File: src/rtl/scan_chain_ctrl_if.sv
`default_nettype none
// ============================================================================
// Interface : scan_chain_ctrl_if
// Summary   : Pattern/response handshakes and scan-chain pins of scan_chain_ctrl.
//             SIG exists only when SCAN_CHAIN_CTRL_MISR_EN is defined.
// Revision  : 1.0
// ============================================================================
interface scan_chain_ctrl_if #(
    parameter int CHAIN_LEN = 8
);
    logic                 PAT_VALID;
    logic                 PAT_READY;
    logic [CHAIN_LEN-1:0] PAT;
    logic                 SCAN_SO;
    logic                 SCAN_SE;
    logic                 SCAN_SI;
    logic                 SCAN_CKEN;
    logic                 RSP_VALID;
    logic                 RSP_READY;
    logic [CHAIN_LEN-1:0] RSP;
    logic                 BUSY;
`ifdef SCAN_CHAIN_CTRL_MISR_EN
    logic [15:0]          SIG;

    modport master (
        output PAT_VALID, PAT, SCAN_SO, RSP_READY,
        input  PAT_READY, SCAN_SE, SCAN_SI, SCAN_CKEN, RSP_VALID, RSP, BUSY, SIG
    );

    modport slave (
        input  PAT_VALID, PAT, SCAN_SO, RSP_READY,
        output PAT_READY, SCAN_SE, SCAN_SI, SCAN_CKEN, RSP_VALID, RSP, BUSY, SIG
    );
`else
    modport master (
        output PAT_VALID, PAT, SCAN_SO, RSP_READY,
        input  PAT_READY, SCAN_SE, SCAN_SI, SCAN_CKEN, RSP_VALID, RSP, BUSY
    );

    modport slave (
        input  PAT_VALID, PAT, SCAN_SO, RSP_READY,
        output PAT_READY, SCAN_SE, SCAN_SI, SCAN_CKEN, RSP_VALID, RSP, BUSY
    );
`endif
endinterface
`default_nettype wire

File: src/rtl/scan_chain_ctrl.sv
`default_nettype none
// ============================================================================
// Module   : scan_chain_ctrl
// Summary  : Scan sequencer (shift-in, capture, overlapped shift-out) with
//            parallel pattern/response handshakes; optional 16-bit MISR
//            signature when SCAN_CHAIN_CTRL_MISR_EN is defined.
// Revision : 1.0
// ============================================================================
module scan_chain_ctrl #(
    parameter int CHAIN_LEN   = 8,
    parameter int CAPTURE_CYC = 1
) (
    input  wire              CK,
    input  wire              RST,
    scan_chain_ctrl_if.slave bus
);

    localparam int CNT_W = $clog2(CHAIN_LEN);
    localparam int CAP_W = (CAPTURE_CYC > 1) ? $clog2(CAPTURE_CYC) : 1;

    localparam logic [1:0] c_IDLE    = 2'd0;
    localparam logic [1:0] c_SHIFT   = 2'd1;
    localparam logic [1:0] c_CAPTURE = 2'd2;
    localparam logic [1:0] c_WAIT    = 2'd3;

    localparam logic [CNT_W-1:0] c_LAST_SHIFT = CNT_W'(CHAIN_LEN - 1);
    localparam logic [CAP_W-1:0] c_LAST_CAP   = CAP_W'(CAPTURE_CYC - 1);

    logic [1:0]           r_state;
    logic [1:0]           w_state_nxt;
    logic [CNT_W-1:0]     r_shift_cnt;
    logic [CAP_W-1:0]     r_cap_cnt;
    logic                 r_load_f;
    logic                 r_unl_f;
    logic [CHAIN_LEN-1:0] r_pat_sh;
    logic [CHAIN_LEN-2:0] r_rsp_sh;
    logic [CHAIN_LEN-1:0] r_rsp;
    logic                 r_rsp_valid;

    logic                 w_pat_ready;
    logic                 w_se;
    logic                 w_si;
    logic                 w_cken;
    logic                 w_last_shift;
    logic                 w_last_cap;
    logic                 w_accept;
    logic                 w_rsp_done;
    logic [CHAIN_LEN-1:0] w_rsp_nxt;

    assign w_last_shift = (r_shift_cnt == c_LAST_SHIFT);
    assign w_last_cap   = (r_cap_cnt == c_LAST_CAP);
    assign w_accept     = w_pat_ready & bus.PAT_VALID;
    assign w_rsp_done   = (r_state == c_SHIFT) & w_last_shift & r_unl_f;
    // SCAN_SO is still the pre-edge Q of the last flop, so it completes the word.
    assign w_rsp_nxt    = {r_rsp_sh, bus.SCAN_SO};

    always_ff @(posedge CK) begin
        if (RST) begin
            r_state <= c_IDLE;
        end else begin
            r_state <= w_state_nxt;
        end
    end

    always_comb begin
        w_state_nxt = r_state;
        w_pat_ready = 1'b0;
        w_se        = 1'b0;
        w_si        = 1'b0;
        w_cken      = 1'b0;
        case (r_state)
            c_IDLE: begin
                w_pat_ready = 1'b1;
                if (bus.PAT_VALID) begin
                    w_state_nxt = c_SHIFT;
                end
            end
            c_SHIFT: begin
                w_se   = 1'b1;
                w_cken = 1'b1;
                w_si   = r_load_f & r_pat_sh[CHAIN_LEN-1];
                if (w_last_shift) begin
                    w_state_nxt = r_load_f ? c_CAPTURE : c_IDLE;
                end
            end
            c_CAPTURE: begin
                w_cken = 1'b1;
                if (w_last_cap) begin
                    w_state_nxt = c_WAIT;
                end
            end
            c_WAIT: begin
                // The captured state may only be unloaded once the previous response is gone.
                w_pat_ready = ~r_rsp_valid;
                if (!r_rsp_valid) begin
                    w_state_nxt = c_SHIFT;
                end
            end
            default: begin
                w_state_nxt = c_IDLE;
            end
        endcase
    end

    always_ff @(posedge CK) begin
        if (RST) begin
            r_shift_cnt <= '0;
            r_cap_cnt   <= '0;
            r_load_f    <= 1'b0;
            r_unl_f     <= 1'b0;
            r_pat_sh    <= '0;
            r_rsp_sh    <= '0;
        end else begin
            case (r_state)
                c_IDLE: begin
                    if (w_accept) begin
                        r_pat_sh    <= bus.PAT;
                        r_load_f    <= 1'b1;
                        r_unl_f     <= 1'b0;
                        r_shift_cnt <= '0;
                    end
                end
                c_SHIFT: begin
                    r_pat_sh    <= {r_pat_sh[CHAIN_LEN-2:0], 1'b0};
                    r_shift_cnt <= w_last_shift ? '0 : r_shift_cnt + 1'b1;
                    if (r_unl_f) begin
                        r_rsp_sh <= w_rsp_nxt[CHAIN_LEN-2:0];
                    end
                end
                c_CAPTURE: begin
                    r_cap_cnt <= w_last_cap ? '0 : r_cap_cnt + 1'b1;
                end
                c_WAIT: begin
                    if (!r_rsp_valid) begin
                        r_unl_f     <= 1'b1;
                        r_load_f    <= bus.PAT_VALID;
                        r_pat_sh    <= bus.PAT_VALID ? bus.PAT : '0;
                        r_shift_cnt <= '0;
                    end
                end
                default: begin
                    r_shift_cnt <= '0;
                end
            endcase
        end
    end

    // A completing unload takes priority over retiring the old response.
    always_ff @(posedge CK) begin
        if (RST) begin
            r_rsp       <= '0;
            r_rsp_valid <= 1'b0;
        end else if (w_rsp_done) begin
            r_rsp       <= w_rsp_nxt;
            r_rsp_valid <= 1'b1;
        end else if (r_rsp_valid && bus.RSP_READY) begin
            r_rsp_valid <= 1'b0;
        end
    end

`ifdef SCAN_CHAIN_CTRL_MISR_EN
    logic [15:0] r_sig;
    logic        w_fb;

    assign w_fb = r_sig[15] ^ bus.SCAN_SO;

    always_ff @(posedge CK) begin
        if (RST) begin
            r_sig <= 16'h0000;
        end else if ((r_state == c_SHIFT) && r_unl_f) begin
            r_sig <= {r_sig[14:0], 1'b0} ^ (w_fb ? 16'h1021 : 16'h0000);
        end
    end

    assign bus.SIG = r_sig;
`endif

    assign bus.PAT_READY = w_pat_ready;
    assign bus.SCAN_SE   = w_se;
    assign bus.SCAN_SI   = w_si;
    assign bus.SCAN_CKEN = w_cken;
    assign bus.RSP_VALID = r_rsp_valid;
    assign bus.RSP       = r_rsp;
    assign bus.BUSY      = (r_state != c_IDLE);

endmodule
`default_nettype wire
File: src/flat_wrapper.sv
// flat-port wrapper written by rule: the top's interface ports become plain ports
module scan_chain_ctrl_flat 
#(
    parameter int CHAIN_LEN   = 8,
    parameter int CAPTURE_CYC = 1
)
  (CK, RST, bus_PAT_VALID, bus_PAT, bus_SCAN_SO, bus_RSP_READY, bus_PAT_READY, bus_SCAN_SE, bus_SCAN_SI, bus_SCAN_CKEN, bus_RSP_VALID, bus_RSP, bus_BUSY);
  scan_chain_ctrl_if #(.CHAIN_LEN(CHAIN_LEN)) bus_i ();
  input  wire CK;
  input  wire RST;
  input wire logic [$bits(bus_i.PAT_VALID)-1:0] bus_PAT_VALID;
  input wire logic [$bits(bus_i.PAT)-1:0] bus_PAT;
  input wire logic [$bits(bus_i.SCAN_SO)-1:0] bus_SCAN_SO;
  input wire logic [$bits(bus_i.RSP_READY)-1:0] bus_RSP_READY;
  output wire logic [$bits(bus_i.PAT_READY)-1:0] bus_PAT_READY;
  output wire logic [$bits(bus_i.SCAN_SE)-1:0] bus_SCAN_SE;
  output wire logic [$bits(bus_i.SCAN_SI)-1:0] bus_SCAN_SI;
  output wire logic [$bits(bus_i.SCAN_CKEN)-1:0] bus_SCAN_CKEN;
  output wire logic [$bits(bus_i.RSP_VALID)-1:0] bus_RSP_VALID;
  output wire logic [$bits(bus_i.RSP)-1:0] bus_RSP;
  output wire logic [$bits(bus_i.BUSY)-1:0] bus_BUSY;
  assign bus_i.PAT_VALID = bus_PAT_VALID;
  assign bus_i.PAT = bus_PAT;
  assign bus_i.SCAN_SO = bus_SCAN_SO;
  assign bus_i.RSP_READY = bus_RSP_READY;
  assign bus_PAT_READY = bus_i.PAT_READY;
  assign bus_SCAN_SE = bus_i.SCAN_SE;
  assign bus_SCAN_SI = bus_i.SCAN_SI;
  assign bus_SCAN_CKEN = bus_i.SCAN_CKEN;
  assign bus_RSP_VALID = bus_i.RSP_VALID;
  assign bus_RSP = bus_i.RSP;
  assign bus_BUSY = bus_i.BUSY;
  scan_chain_ctrl #(.CHAIN_LEN(CHAIN_LEN), .CAPTURE_CYC(CAPTURE_CYC)) u_core (.CK(CK), .RST(RST), .bus(bus_i));
endmodule
File: config.mk
export PLATFORM = sky130hd
export DESIGN_NAME = scan_chain_ctrl_flat
export DESIGN_NICKNAME = d
export VERILOG_FILES = /design/src/rtl/scan_chain_ctrl_if.sv /design/src/rtl/scan_chain_ctrl.sv /design/src/flat_wrapper.sv
export SDC_FILE = /design/constraint.sdc
export NUM_CORES = 1
export LEC_CHECK = 0
export ABC_AREA = 1
export BUFFER_PORTS_ARGS = -buffer_cell sky130_fd_sc_hd__buf_2
export CORE_ASPECT_RATIO = 1.2
export CORE_MARGIN = 1
export CORE_UTILIZATION = 54
export CTS_CLUSTER_DIAMETER = 200
export DETAILED_ROUTE_END_ITERATION = 6
export GPL_ROUTABILITY_DRIVEN = 0
export GPL_TIMING_DRIVEN = 0
export MAX_ROUTING_LAYER = met4
export PLACE_DENSITY = 0.76
export SETUP_SLACK_MARGIN = 0.3
export SLEW_MARGIN = 20
export SYNTH_ARGS = -nofsm -noshare
export SYNTH_HDL_FRONTEND = slang
export SYNTH_SLANG_ARGS = --single-unit
File: constraint.sdc
create_clock -name CK -period 1.67 [get_ports CK]
set_input_delay 0.0835 -clock CK [delete_from_list [all_inputs] [get_ports CK]]
set_output_delay 0.0835 -clock CK [all_outputs]
set_load 0.05 [all_outputs]
==> impl_results.md <==
- Via/cell ratio: 5.09
- Row cnt: 20
- Net Switching: 0.00108 W
- First-pass GRT wire length: 5400 um
- Layout cells sized above 1: 26.8%
- Critical path buffers and inverters: 2
- GR peak layer: met2
- R2r setup slk: 0.24 ns
- Cts bufs inserted: 5
- Cell variety after synth: 16
- TritonCTS sink count: 31
- Layout Cells excl Fill: 305
- Switch share: 40.5%
- Cell Pwr Density: 1320 nW/um^2
- CP Launch Type: flip-flop
- Hold path endpoint: u_core.r_rsp_sh[0]$_SDFFE_PP0P_
- Hold Crit Start: bus_SCAN_SO
- Met1 Usage GRT: 26.0%
- Final-report hold violation count: 0
- Post-synthesis net count: 252
- CP max FO: 5
- Clock transition at the registers of the reported paths: 0.10 ns
- Unrepaired setup endpoints after global routing: true
- Largest net degree at the start of global routing: 11
- Hpwl dp: 2290 um
- Worst Setup Path Type: flip-flop to output port
- Clock network power share: 17.0%
- Min Hold Slack: 0.0524 ns
- Max_cap viols: 0
- Cell count of the worst reg-to-reg path: 8
- RR Startpoint: u_core.r_state[1]$_SDFFE_PP0P_
- Drt pass-1 iters: 4
- CP Capture Type: output port
- Port Buffers: 26
- Syn avg cell area: 6.66 sq um
- Finish-stage setup viols: 0
- Cell Chain, Critical Path: inv_6 -> ha_4 -> nor2_2 -> buf_6
- Syn Std Cell Area: 1540 sq um
- GR Util met2: 44.8%
- Number of diodes: 0
- Clock Root Buffer: clkbuf_4
- Via count: 1552
- Pint: 0.00158 W
- Data arrival, critical path: 1.36 ns
- Crit path required time: 1.59 ns
- Yosys reg bits: 31
- FMAX: 694 MHz
- # fillers: 208
- Num ports: 27
- CTS max path bufs: 2
- Post-Route WL: 3660 um
- Rel. slew slack: 67.4%
- Iter 0 DRT Violations: 34
- WHS Path Cells: 3
- Leak Pwr: 0.974 nW
- Initial Util: 58.6%
- Initial antenna violation count: 0
- CP peak stage delay: 0.42 ns
- Gate power share: 46.8%
- Outcome: completed
- GR Overflow Total: 0
- Min Tclk post-route: 1.44 ns
- Worst skew pair latency: 0.34 ns
- Die area: 3070 sq um
- RR Endpoint: u_core.r_pat_sh[1]$_SDFFE_PP0P_
- CP delay by family, top: flip-flops
- GRT Overall Usage: 24.7%
- Mapped Cells: 231
- Vias in the first global route: 1220
- Yosys Warn Count: 0
- Nets: 293
- Area Growth Syn to Fin: 31.2%
- Routed len/inst: 12.0 um
- Routed Antenna Nets: 0
- Clock skew: 0.0134 ns
- DRC viols: 0
- Max VDD drop: 0.998 mV
- Placed insts: 290
- TritonCTS clock tree: built
- CP max stage cell: dfxtp_4
- Final TNS setup: 0 ns
- H-tree Lvls: 2
- Total core area: 2630 sq um
- Max-slew violation count: 0
- Die height: 60.5 um
- Seq/Total Area, Yosys: 40.3%
- Tightest Hold Check Type: input pin to flip-flop
- Die width: 50.7 um
- Register share of total power: 36.2%
- Worst-Margin Slew: 0.489 ns
- Met3 GRT Util: 6.02%
- Fin crit share: 86.2%
-- worst register-to-register path: stages, from the launching register on --
cell and delay, ns:
dfxtp_4 0.42, inv_6 0.06, ha_4 0.26, nand2_1 0.06, nand4_1 0.09, buf_6 0.16
buf_4 0.15, nor2_1 0.08, nor2_1 0.05
-- timing repair --
action | CTS | global route
pin swaps | 2 | 3
gates cloned | 0 | 2
setup buffers | 1 | 3
gates resized for setup | 19 | 24
endpoints found under the hold margin | 3 | 0
hold buffers | 2 | 0
setup endpoints to repair | 24 | 33
-- Yosys cell counts --
cell	n	area (sq um)
nor2_1	43	161
nand2_2	3	18.8
clkinv_2	1	5.00
nand4_1	2	12.5
nand2_1	60	225
a21oi_1	13	65.1
buf_6	1	11.3
inv_1	23	86.3
ha_1	8	100
dfxtp_1	31	621
clkbuf_1	1	3.75
o21ai_0	9	45.0
nor2_2	1	6.26
nand3b_1	1	7.51
buf_2	7	35.0
nand3_1	27	135
-- state kept, by name (all words and copies together) (netlist names) --
register,count
u_core.bus.RSP,8
u_core.r_pat_sh,8
u_core.r_rsp_sh,7
u_core.r_shift_cnt,3
u_core.r_state,2
u_core.bus.RSP_VALID,1
u_core.r_load_f,1
u_core.r_unl_f,1
-- routing by layer --
metal,part of all wire (%),wire length (um)
met5,0,0
met4,1.5,56
met3,3.7,134
met2,51,1850
met1,44,1620
-- power groups by stage --
| stage | clock network (W) | logic (W) | registers (W) |
|---|---|---|---|
| floorplan | 0 | 0.000822 | 0.000941 |
| global placement | 0 | 0.000979 | 0.000954 |
| detailed placement | 0 | 0.000991 | 0.000955 |
| CTS | 0.000454 | 0.00107 | 0.000951 |
| global route | 0.000491 | 0.00137 | 0.000980 |
| finish | 0.000452 | 0.00125 | 0.000963 |
-- worst max path at each step --
stage | slack [ns] | startpoint | cells after the start | to
CTS | 0.25 | u_core.r_state[0]$_SDFFE_PP0P_ | 7 | u_core.r_pat_sh[2]$_SDFFE_PP0P_
global route | 0.17 | u_core.r_state[1]$_SDFFE_PP0P_ | 9 | u_core.r_shift_cnt[2]$_SDFFE_PP0P_
global placement | 0.20 | u_core.r_shift_cnt[0]$_SDFFE_PP0P_ | 8 | u_core.r_state[1]$_SDFFE_PP0P_
floorplan | 0.30 | u_core.r_state[0]$_SDFFE_PP0P_ | 8 | u_core.r_pat_sh[7]$_SDFFE_PP0P_
detailed placement | 0.18 | u_core.r_shift_cnt[0]$_SDFFE_PP0P_ | 8 | u_core.r_state[1]$_SDFFE_PP0P_
finish | 0.23 | u_core.r_state[1]$_SDFFE_PP0P_ | 4 | bus_PAT_READY
-- stage by stage --
| stage | worst slack [ns] | util, % | area, sq um | total power (W) |
|---|---|---|---|---|
| floorplan | 0.303 | - | 1590 | 0.00176 |
| global placement | 0.196 | 67.0 | 1760 | 0.00193 |
| detailed placement | 0.181 | 67.0 | 1760 | 0.00195 |
| CTS | 0.249 | 72.6 | 1910 | 0.00248 |
| global route | 0.166 | 76.9 | 2020 | 0.00284 |
| finish | 0.230 | 76.9 | 2020 | 0.00266 |
-- cell families after synthesis --
kind of cell	count (synthesis)	synth area share, %
and+or+nand+nor	137	36.8
buffers and inverters	33	9.19
DFF	31	40.3
adders and majority gates	8	6.50
AOI/OAI and AO/OA	22	7.15
-- cell usage in the layout (no fill, tap or decap), types with 4 or more instances in the layout --
cell | synthesis | routed
nand2_4 | 0 | 4
dfxtp_1 | 31 | 27
inv_1 | 23 | 19
a21oi_1 | 13 | 13
nor2_1 | 43 | 39
nor2_2 | 1 | 4
nand2_1 | 60 | 57
buf_4 | 0 | 4
nand3_1 | 27 | 26
o21ai_0 | 9 | 8
buf_6 | 1 | 9
buf_2 | 7 | 24
clkbuf_4 | 0 | 6
-- area by class of cell --
class | count | area, sq um | share of cell area (%)
well taps | 33 | 41.3 | 2.04
clock inverters | 1 | 5.00 | 0.248
flip-flops and latches | 31 | 631 | 31.2
inverters | 24 | 106 | 5.27
clock buffers | 6 | 51.3 | 2.54
repair buffers | 34 | 246 | 12.2
plain buffers | 9 | 71.3 | 3.53
multi-input cells | 167 | 867 | 42.9
Power figures use the tool's default switching activity.
